File: src/rtl/simple_axi_burst_master.sv
// INCR burst master: latches a command, checks alignment and 4 KB crossing, then
// runs one AXI4 write or read burst while streaming beats to/from the internal bus.
module simple_axi_burst_master #(
    parameter int DATA_WIDTH = 32,
    parameter int ADDR_WIDTH = 32,
    parameter int LEN_WIDTH  = 8
) (
    input  logic                      i_clk,
    input  logic                      i_rst,
    input  logic [ADDR_WIDTH-1:0]     i_addr,
    input  logic [LEN_WIDTH-1:0]      i_len,
    input  logic [1:0]                i_rw,
    output logic                      o_wait,
    output logic                      o_done,
    input  logic                      i_clear_done,
    output logic                      o_invalid,
    output logic                      o_error,

    input  logic [DATA_WIDTH-1:0]     i_wdata,
    input  logic                      i_wvalid,
    output logic                      o_wready,
    output logic [DATA_WIDTH-1:0]     o_rdata,
    output logic                      o_rvalid,
    input  logic                      i_rready,

    output logic                      m_axi_awvalid,
    input  logic                      m_axi_awready,
    output logic [ADDR_WIDTH-1:0]     m_axi_awaddr,
    output logic [7:0]                m_axi_awlen,
    output logic [2:0]                m_axi_awsize,
    output logic [1:0]                m_axi_awburst,
    output logic [3:0]                m_axi_awcache,
    output logic [2:0]                m_axi_awprot,
    output logic                      m_axi_awlock,
    output logic [3:0]                m_axi_awqos,

    output logic                      m_axi_wvalid,
    input  logic                      m_axi_wready,
    output logic [DATA_WIDTH-1:0]     m_axi_wdata,
    output logic [DATA_WIDTH/8-1:0]   m_axi_wstrb,
    output logic                      m_axi_wlast,

    input  logic                      m_axi_bvalid,
    output logic                      m_axi_bready,
    input  logic [1:0]                m_axi_bresp,

    output logic                      m_axi_arvalid,
    input  logic                      m_axi_arready,
    output logic [ADDR_WIDTH-1:0]     m_axi_araddr,
    output logic [7:0]                m_axi_arlen,
    output logic [2:0]                m_axi_arsize,
    output logic [1:0]                m_axi_arburst,
    output logic [3:0]                m_axi_arcache,
    output logic [2:0]                m_axi_arprot,
    output logic                      m_axi_arlock,
    output logic [3:0]                m_axi_arqos,

    input  logic                      m_axi_rvalid,
    output logic                      m_axi_rready,
    input  logic [DATA_WIDTH-1:0]     m_axi_rdata,
    input  logic [1:0]                m_axi_rresp,
    input  logic                      m_axi_rlast
);

    localparam int STRB_WIDTH = DATA_WIDTH / 8;
    localparam logic [2:0] AXSIZE = 3'($clog2(STRB_WIDTH));
    localparam logic [ADDR_WIDTH-1:0] ALIGN_MASK = ADDR_WIDTH'(STRB_WIDTH - 1);
    localparam logic [1:0] RESP_OKAY   = 2'b00;
    localparam logic [1:0] RESP_DECERR = 2'b11;

    typedef enum logic [2:0] {
        S_IDLE,
        S_IDLE_DONE,
        S_CHECK,
        S_W_ADDR,
        S_W_DATA,
        S_W_RESP,
        S_R_ADDR,
        S_R_DATA
    } state_t;

    state_t                  state_q, state_d;
    logic [ADDR_WIDTH-1:0]   addr_q, addr_d;
    logic [LEN_WIDTH-1:0]    len_q, len_d;
    logic [LEN_WIDTH-1:0]    cnt_q, cnt_d;
    logic                    is_write_q, is_write_d;
    logic                    error_q, error_d;
    logic                    invalid_q, invalid_d;

    logic                    idle_like;
    logic                    accept;
    logic                    last_beat;
    logic                    w_hs;
    logic                    r_hs;
    logic                    misaligned;
    logic                    crosses_4k;
    logic [31:0]             span_end;

    always_comb begin
        idle_like  = (state_q == S_IDLE) || (state_q == S_IDLE_DONE);
        accept     = idle_like && ((i_rw == 2'b01) || (i_rw == 2'b10));
        last_beat  = (cnt_q == len_q);
        w_hs       = (state_q == S_W_DATA) && i_wvalid && m_axi_wready;
        r_hs       = (state_q == S_R_DATA) && m_axi_rvalid && i_rready;
        misaligned = (addr_q & ALIGN_MASK) != '0;
        // Byte offset one past the last beat, relative to the start of the 4 KB page.
        span_end   = 32'(addr_q[11:0]) + (32'(len_q) + 32'd1) * 32'(STRB_WIDTH);
        crosses_4k = span_end > 32'd4096;
    end

    always_comb begin
        state_d    = state_q;
        addr_d     = addr_q;
        len_d      = len_q;
        cnt_d      = cnt_q;
        is_write_d = is_write_q;
        error_d    = error_q;
        invalid_d  = invalid_q;

        case (state_q)
            S_IDLE, S_IDLE_DONE: begin
                if (accept) begin
                    addr_d     = i_addr;
                    len_d      = i_len;
                    is_write_d = (i_rw == 2'b01);
                    error_d    = 1'b0;
                    invalid_d  = 1'b0;
                    state_d    = S_CHECK;
                end else if ((state_q == S_IDLE_DONE) && i_clear_done) begin
                    error_d   = 1'b0;
                    invalid_d = 1'b0;
                    state_d   = S_IDLE;
                end
            end
            S_CHECK: begin
                if (misaligned || crosses_4k) begin
                    invalid_d = 1'b1;
                    error_d   = 1'b0;
                    state_d   = S_IDLE_DONE;
                end else begin
                    state_d = is_write_q ? S_W_ADDR : S_R_ADDR;
                end
            end
            S_W_ADDR: begin
                if (m_axi_awready) begin
                    cnt_d   = '0;
                    state_d = S_W_DATA;
                end
            end
            S_W_DATA: begin
                if (w_hs) begin
                    cnt_d = cnt_q + LEN_WIDTH'(1);
                    if (last_beat) begin
                        state_d = S_W_RESP;
                    end
                end
            end
            S_W_RESP: begin
                if (m_axi_bvalid) begin
                    error_d   = (m_axi_bresp != RESP_OKAY);
                    invalid_d = (m_axi_bresp == RESP_DECERR);
                    state_d   = S_IDLE_DONE;
                end
            end
            S_R_ADDR: begin
                if (m_axi_arready) begin
                    cnt_d   = '0;
                    state_d = S_R_DATA;
                end
            end
            S_R_DATA: begin
                if (r_hs) begin
                    cnt_d = cnt_q + LEN_WIDTH'(1);
                    // Errors are sticky across beats; a misplaced RLAST does not end the burst early.
                    if ((m_axi_rresp != RESP_OKAY) || (m_axi_rlast != last_beat)) begin
                        error_d = 1'b1;
                    end
                    if (m_axi_rresp == RESP_DECERR) begin
                        invalid_d = 1'b1;
                    end
                    if (last_beat) begin
                        state_d = S_IDLE_DONE;
                    end
                end
            end
            default: state_d = S_IDLE;
        endcase
    end

    always_ff @(posedge i_clk) begin
        if (i_rst) begin
            state_q    <= S_IDLE;
            addr_q     <= '0;
            len_q      <= '0;
            cnt_q      <= '0;
            is_write_q <= 1'b0;
            error_q    <= 1'b0;
            invalid_q  <= 1'b0;
        end else begin
            state_q    <= state_d;
            addr_q     <= addr_d;
            len_q      <= len_d;
            cnt_q      <= cnt_d;
            is_write_q <= is_write_d;
            error_q    <= error_d;
            invalid_q  <= invalid_d;
        end
    end

    always_comb begin
        o_wait    = !idle_like || accept;
        o_done    = (state_q == S_IDLE_DONE);
        o_error   = error_q;
        o_invalid = invalid_q;

        m_axi_awvalid = (state_q == S_W_ADDR);
        m_axi_awaddr  = addr_q;
        m_axi_awlen   = 8'(len_q);
        m_axi_awsize  = AXSIZE;
        m_axi_awburst = 2'b01;
        m_axi_awcache = 4'b0011;
        m_axi_awprot  = 3'b000;
        m_axi_awlock  = 1'b0;
        m_axi_awqos   = 4'b0000;

        m_axi_wvalid = (state_q == S_W_DATA) && i_wvalid;
        o_wready     = (state_q == S_W_DATA) && m_axi_wready;
        m_axi_wdata  = i_wdata;
        m_axi_wstrb  = '1;
        m_axi_wlast  = (state_q == S_W_DATA) && last_beat;

        m_axi_bready = (state_q == S_W_RESP);

        m_axi_arvalid = (state_q == S_R_ADDR);
        m_axi_araddr  = addr_q;
        m_axi_arlen   = 8'(len_q);
        m_axi_arsize  = AXSIZE;
        m_axi_arburst = 2'b01;
        m_axi_arcache = 4'b0011;
        m_axi_arprot  = 3'b000;
        m_axi_arlock  = 1'b0;
        m_axi_arqos   = 4'b0000;

        o_rvalid     = (state_q == S_R_DATA) && m_axi_rvalid;
        m_axi_rready = (state_q == S_R_DATA) && i_rready;
        o_rdata      = m_axi_rdata;
    end

endmodule

File: config.mk
export PLATFORM = sky130hd
export DESIGN_NAME = simple_axi_burst_master
export DESIGN_NICKNAME = d
export VERILOG_FILES = /design/src/rtl/simple_axi_burst_master.sv
export SDC_FILE = /design/constraint.sdc
export NUM_CORES = 1
export LEC_CHECK = 0
export CAP_MARGIN = 25
export CORE_MARGIN = 4
export CORE_UTILIZATION = 30
export DETAILED_ROUTE_END_ITERATION = 10
export GPL_ROUTABILITY_DRIVEN = 0
export PLACE_DENSITY_LB_ADDON = 0.12
export SYNTH_ARGS = -nofsm -noshare
export SYNTH_HDL_FRONTEND = slang
export SYNTH_SLANG_ARGS = --single-unit
File: constraint.sdc
create_clock -name i_clk -period 3.3 [get_ports i_clk]
set_clock_uncertainty 0.05 [all_clocks]
set_input_delay 0.825 -clock i_clk [delete_from_list [all_inputs] [get_ports i_clk]]
set_output_delay 0.825 -clock i_clk [all_outputs]
set_load 0.02 [all_outputs]
==> results.cfg, run 1 <==
[grt]
grt_max_degree = 29
grt_pass1_wl_um = 16900
grt.overflow.total = 0
track_usage_pct = 13.3
grt_pass1_vias = 3390
antenna_found_initial = 0

[power]
p_sw_mw = 1.33
power_frac_comb_pct = 53.4
power.internal_mw = 1.82
p_leak_nw = 2.01
p_clk_share_pct = 18.0
switching_share_pct = 42.1
vdd_drop_max_v = 0.000259
pwr_density_cell_nw_per_um2 = 629
share_seq_of_total_power_pct = 28.6

[sta]
setup_tns_ns = 0
setup_viol = 0
min_period_ns = 3.17
hold_viol_final = 0
drv_slew = 0
min_period_over_period_pct = 96.0
max_freq_mhz = 316
rsz0062_at_grt = false

[logic_synthesis]
yosysWarnings = 0
seq_area_frac_synth_pct = 26.7
synthCells = 529
ys_ff_latch = 54
synthTopCellsByArea = dfxtp_1 (27%), buf_4 (26%), nand2_1 (9.4%)
syn_avg_cell_area_sq_um = 7.66
synth_area_leader_cell = dfxtp_1
async_reset_ff_share_pct = 0
synth_edf_count = 0
ys.flop_type = dfxtp_1
synth_area_sq_um = 4050
synth_top_area_share_pct = 26.7
synth_cell_types = 56

[cells_and_area]
area_growth_pct = 23.6
final_cell_mix = clkdlybuf4s50_1 (146), nand2_1 (101), dfxtp_1 (54)
drive_gt1_share_pct = 6.27
layout.cells.non_filler = 750
num-nets-final = 708
fillers = 1408
antenna_cells = 0
final_common_cell = clkdlybuf4s50_1

[floorplanning]
start_util_pct = 30.6
coreArea_sq_um = 13200
die-height_um = 124
io_pins = 315
die_width_um = 124
dieArea_sq_um = 15400
core.rowCount = 42

[placed_design]
dp.cells = 742
hpwl_um = 8360
io_buffers = 148

[clock_network]
clk_pin_slew_worst_paths_ns = 0.08
cts_buffer_depth = 2
tritoncts = done
cts-root-buf = clkbuf_16
clkSinkCount = 54
worstSkewPairLatency_ns = 0.30
cts_buffers = 5
ctsHtreeMaxLevel = 2
cts_setup_buffers = 0

[critical_path]
cp-end-kind = primary output
arrival_ns = 2.29
crit_type = primary input to primary output
cp_data_required_time_ns = 2.42
start_kind = primary input
path_max_fanout = 2

[route]
dr.pass1.iters = 4
initialDrtViolationCount = 111
num_vias = 3351
drt-total-wl_um = 10700
via_per_inst = 4.47
drc_errors = 0
wire_per_inst_um = 14.3
antenna_left = 0

[outcome]
status = finished, final reports clean

[run]
drv_cap = 0

[min_path]
hp-class = flip-flop to flip-flop
worst paths after layout:
path                end  cells after the start  slack (ns)      startpoint
min reg2reg  is_write_q                      2        0.41      is_write_q
max reg2reg  state_q[2]                     12        0.29  m_axi_arlen[0]
max              o_wait                      5        0.13         i_rw[1]
min          is_write_q                      2        0.41      is_write_q
what timing repair did:
item,4_1_cts,5_1_grt
endpoints found under the setup margin,0,1
hold endpoints to repair,0,0
gates resized for setup,0,1
hold buffers,0,0
worst max-delay path, stage by stage:
cell,delay (ns)
clkdlybuf4s50_1,0.46
inv_1,0.04
ha_1,0.29
nand2_1,0.08
clkdlybuf4s50_1,0.60
registers in the layout (all words and copies together) (netlist names):
signal / flops
state_q: 3
is_write_q: 1
cnt_q: 8
m_axi_arlen: 8
o_invalid: 1
m_axi_araddr: 32
o_error: 1
cell usage after synthesis, types with 6 or more instances:
master,number
dfxtp_1,54
ha_1,13
inv_1,9
buf_4,142
nor2_1,22
a21oi_1,48
nand2_1,101
and3_1,6
nor3_1,9
nand3_1,11
xnor2_1,9
xor2_1,17
clkbuf_1,16
final cells by class:
| class | count | area, sq um | area share (%) |
|---|---|---|---|
| Clock buffer | 6 | 139 | 2.77 |
| Clock inverter | 2 | 16.3 | 0.325 |
| Inverter | 9 | 33.8 | 0.674 |
| Multi-Input combinational cell | 340 | 1930 | 38.5 |
| Sequential cell | 54 | 1080 | 21.6 |
| Tap cell | 176 | 220 | 4.40 |
| Timing Repair Buffer | 163 | 1590 | 31.8 |
metal layers:
metal / up-vias / wire length, um / track usage, %
met2: 148 / 5040 / 21.8
met5: - / 0 / 0
met4: 0 / 182 / 4.13
li1: 1656 / - / -
met3: 20 / 906 / 5.46
met1: 1527 / 4600 / 15.8
cell families (layout without fill, tap and decap cells):
family | Yosys count | after routing | share of synthesized area [%]
AOI/OAI and AO/OA | 81 | 81 | 12.7
xor gates and xnor gates | 26 | 26 | 5.62
adders and majority gates | 14 | 14 | 4.51
buffers and inverters | 171 | 180 | 29.3
DFF | 54 | 54 | 26.7
muxes | 4 | 4 | 0.988
other | 2 | 38 | 0.185
and+or+nand+nor | 177 | 177 | 20.1
metrics by stage:
| stage | area (sq um) | setup WS [ns] | hold slack [ns] | util (%) | total power, mW |
|---|---|---|---|---|---|
| global placement | 4850 | 0.167 | 0.404 | 36.6 | 2.61 |
| finish | 5010 | 0.132 | 0.411 | 37.8 | 3.15 |
| global route | 5010 | 0.0781 | 0.438 | 37.8 | 3.38 |
| detailed placement | 4850 | 0.146 | 0.404 | 36.6 | 2.62 |
| CTS | 5010 | 0.0985 | 0.416 | 37.8 | 3.21 |
| floorplan | 4190 | 0.342 | 0.387 | - | 2.16 |
power groups by stage:
stage	Clock (mW)	Combinational [mW]	Sequential, mW
4_1_cts	0.599	1.70	0.907
3_3_place_gp	0	1.69	0.915
2_1_floorplan	0	1.14	1.02
6_report	0.567	1.68	0.901
5_1_grt	0.625	1.83	0.927
3_5_place_dp	0	1.70	0.920
(Power assumes the default switching activity.)
==> run 2: changes to the inputs <==
==> constraint.sdc (replaced) <==
create_clock -name i_clk -period 3.9 [get_ports i_clk]
set_clock_uncertainty 0.05 [all_clocks]
set_input_delay 0.975 -clock i_clk [delete_from_list [all_inputs] [get_ports i_clk]]
set_output_delay 0.975 -clock i_clk [all_outputs]
set_load 0.02 [all_outputs]
==> results.cfg, run 2 (same netlist as run 1, synthesis figures left out) <==
[grt]
met2_usage_pct = 21.9
antenna_found_initial = 0
grt.busiest_layer = met2
grt.overflow.total = 0
grt_pass1_wl_um = 16600
grt_util_met1_pct = 15.3
grtUsageMet3_pct = 5.15
track_usage_pct = 13.1
grt_pass1_vias = 3304
grt_max_degree = 42

[sta]
setup_tns_ns = 0
hold_viol_final = 0
drv_slew = 0
min_period_ns = 3.52
max_freq_mhz = 284
rsz0062_at_grt = false
slew_headroom_pct = 44.2
worstMarginPinSlew_ns = 0.837
min_period_over_period_pct = 90.2
setup_viol = 0
setup_slack_ns = 0.381

[floorplanning]
die-height_um = 124
start_util_pct = 30.6
core.rowCount = 42
die_width_um = 124
coreArea_sq_um = 13200
io_pins = 315
dieArea_sq_um = 15400

[min_path]
hp-class = flip-flop to flip-flop

[critical_path]
critPathMaxStageDelay_ns = 0.60
crit_chain = clkdlybuf4s50_1 -> inv_1 -> ha_1 -> nand2_1 -> clkdlybuf4s50_1
path_buf_inv = 3
cp-end-kind = primary output
cp_data_required_time_ns = 2.87
cp_top_family = buffers and inverters
cp_common_cell = clkdlybuf4s50_1
arrival_ns = 2.49
start_kind = primary input
crit_slowest_cell = clkdlybuf4s50_1
path_max_fanout = 4
crit_type = primary input to primary output

[power]
p_clk_share_pct = 20.0
pwr_density_cell_nw_per_um2 = 544
p_sw_mw = 1.13
vdd_drop_max_v = 0.000190
switching_share_pct = 41.9
power.internal_mw = 1.57
p_leak_nw = 1.96
share_seq_of_total_power_pct = 29.2
power_frac_comb_pct = 50.8

[cells_and_area]
fillers = 1414
ff_latch_area_sq_um = 1080
stdcell_area_sq_um = 4960
final_cell_mix = clkdlybuf4s50_1 (147), nand2_1 (101), dfxtp_1 (54)
final_common_cell = clkdlybuf4s50_1
num-nets-final = 700
multiInputGateArea_sq_um = 1930
largest_reg_flops = 32
antenna_cells = 0
drive_gt1_share_pct = 4.95
area_growth_pct = 22.5

[route]
drc_errors = 0
wire_per_inst_um = 14.4
via_per_inst = 4.49
dr.pass1.iters = 4
num_vias = 3334
initialDrtViolationCount = 92
drt-total-wl_um = 10600
antenna_left = 0

[placed_design]
pre_cts_ws_ns = 0.396
hpwl_um = 8050
io_buffers = 148
placed_area_sq_um = 4790

[clock_network]
cts-resized-gates = 0
cts_buffer_depth = 2
clkSinkCount = 54
ctsHtreeMaxLevel = 2
worstSkewPairLatency_ns = 0.31
cts_buffers = 5
cts_setup_buffers = 0
holdBufCountCts = 0
cts-root-buf = clkbuf_16
tritoncts = done
clk_pin_slew_worst_paths_ns = 0.08

[run]
drv_cap = 0

[outcome]
status = finished, final reports clean
run 2: tightest hold or removal path, stage by stage (launching register included):
cell	delay, ns
dfxtp_1	0.32
nand2_1	0.05
a21oi_1	0.05
run 2: final cells by class:
type,count,share of cell area (%)
Clock buffer,5,2.52
Multi-Input combinational cell,340,38.8
Sequential cell,54,21.8
Inverter,9,0.681
Tap cell,176,4.44
Timing Repair Buffer,155,30.8
Clock inverter,3,0.958
run 2: worst paths after layout:
path	start	to	slack, ns	cells past startpoint
hold / removal	is_write_q	is_write_q	0.42	2
setup reg to reg	m_axi_arlen[1]	state_q[2]	0.71	12
setup / recovery	i_rw[1]	o_wait	0.38	5
hold reg to reg	is_write_q	is_write_q	0.42	2
run 2: stage by stage:
step	total power [mW]	instances	util, %	hold slack, ns
6_report	2.70	742	37.5	0.419
5_1_grt	2.89	742	37.5	0.445
4_1_cts	2.75	742	37.5	0.423
3_5_place_dp	2.19	734	36.2	0.410
3_3_place_gp	2.19	734	36.2	0.400
2_1_floorplan	1.82	565	-	0.387
run 2: power groups by stage:
stage / registers [mW] / logic, mW / clock network, mW
CTS: 0.794 / 1.39 / 0.566
detailed placement: 0.806 / 1.39 / 0
floorplan: 0.861 / 0.963 / 0
global route: 0.812 / 1.49 / 0.586
global placement: 0.801 / 1.38 / 0
finish: 0.788 / 1.37 / 0.539
run 2: layer usage:
| layer | wire length (um) | part of all wire (%) | vias to the layer above |
|---|---|---|---|
| li1 | - | - | 1643 |
| met4 | 176 | 1.7 | 0 |
| met1 | 4530 | 43 | 1524 |
| met2 | 5020 | 47 | 146 |
| met5 | 0 | 0 | - |
| met3 | 915 | 8.6 | 21 |
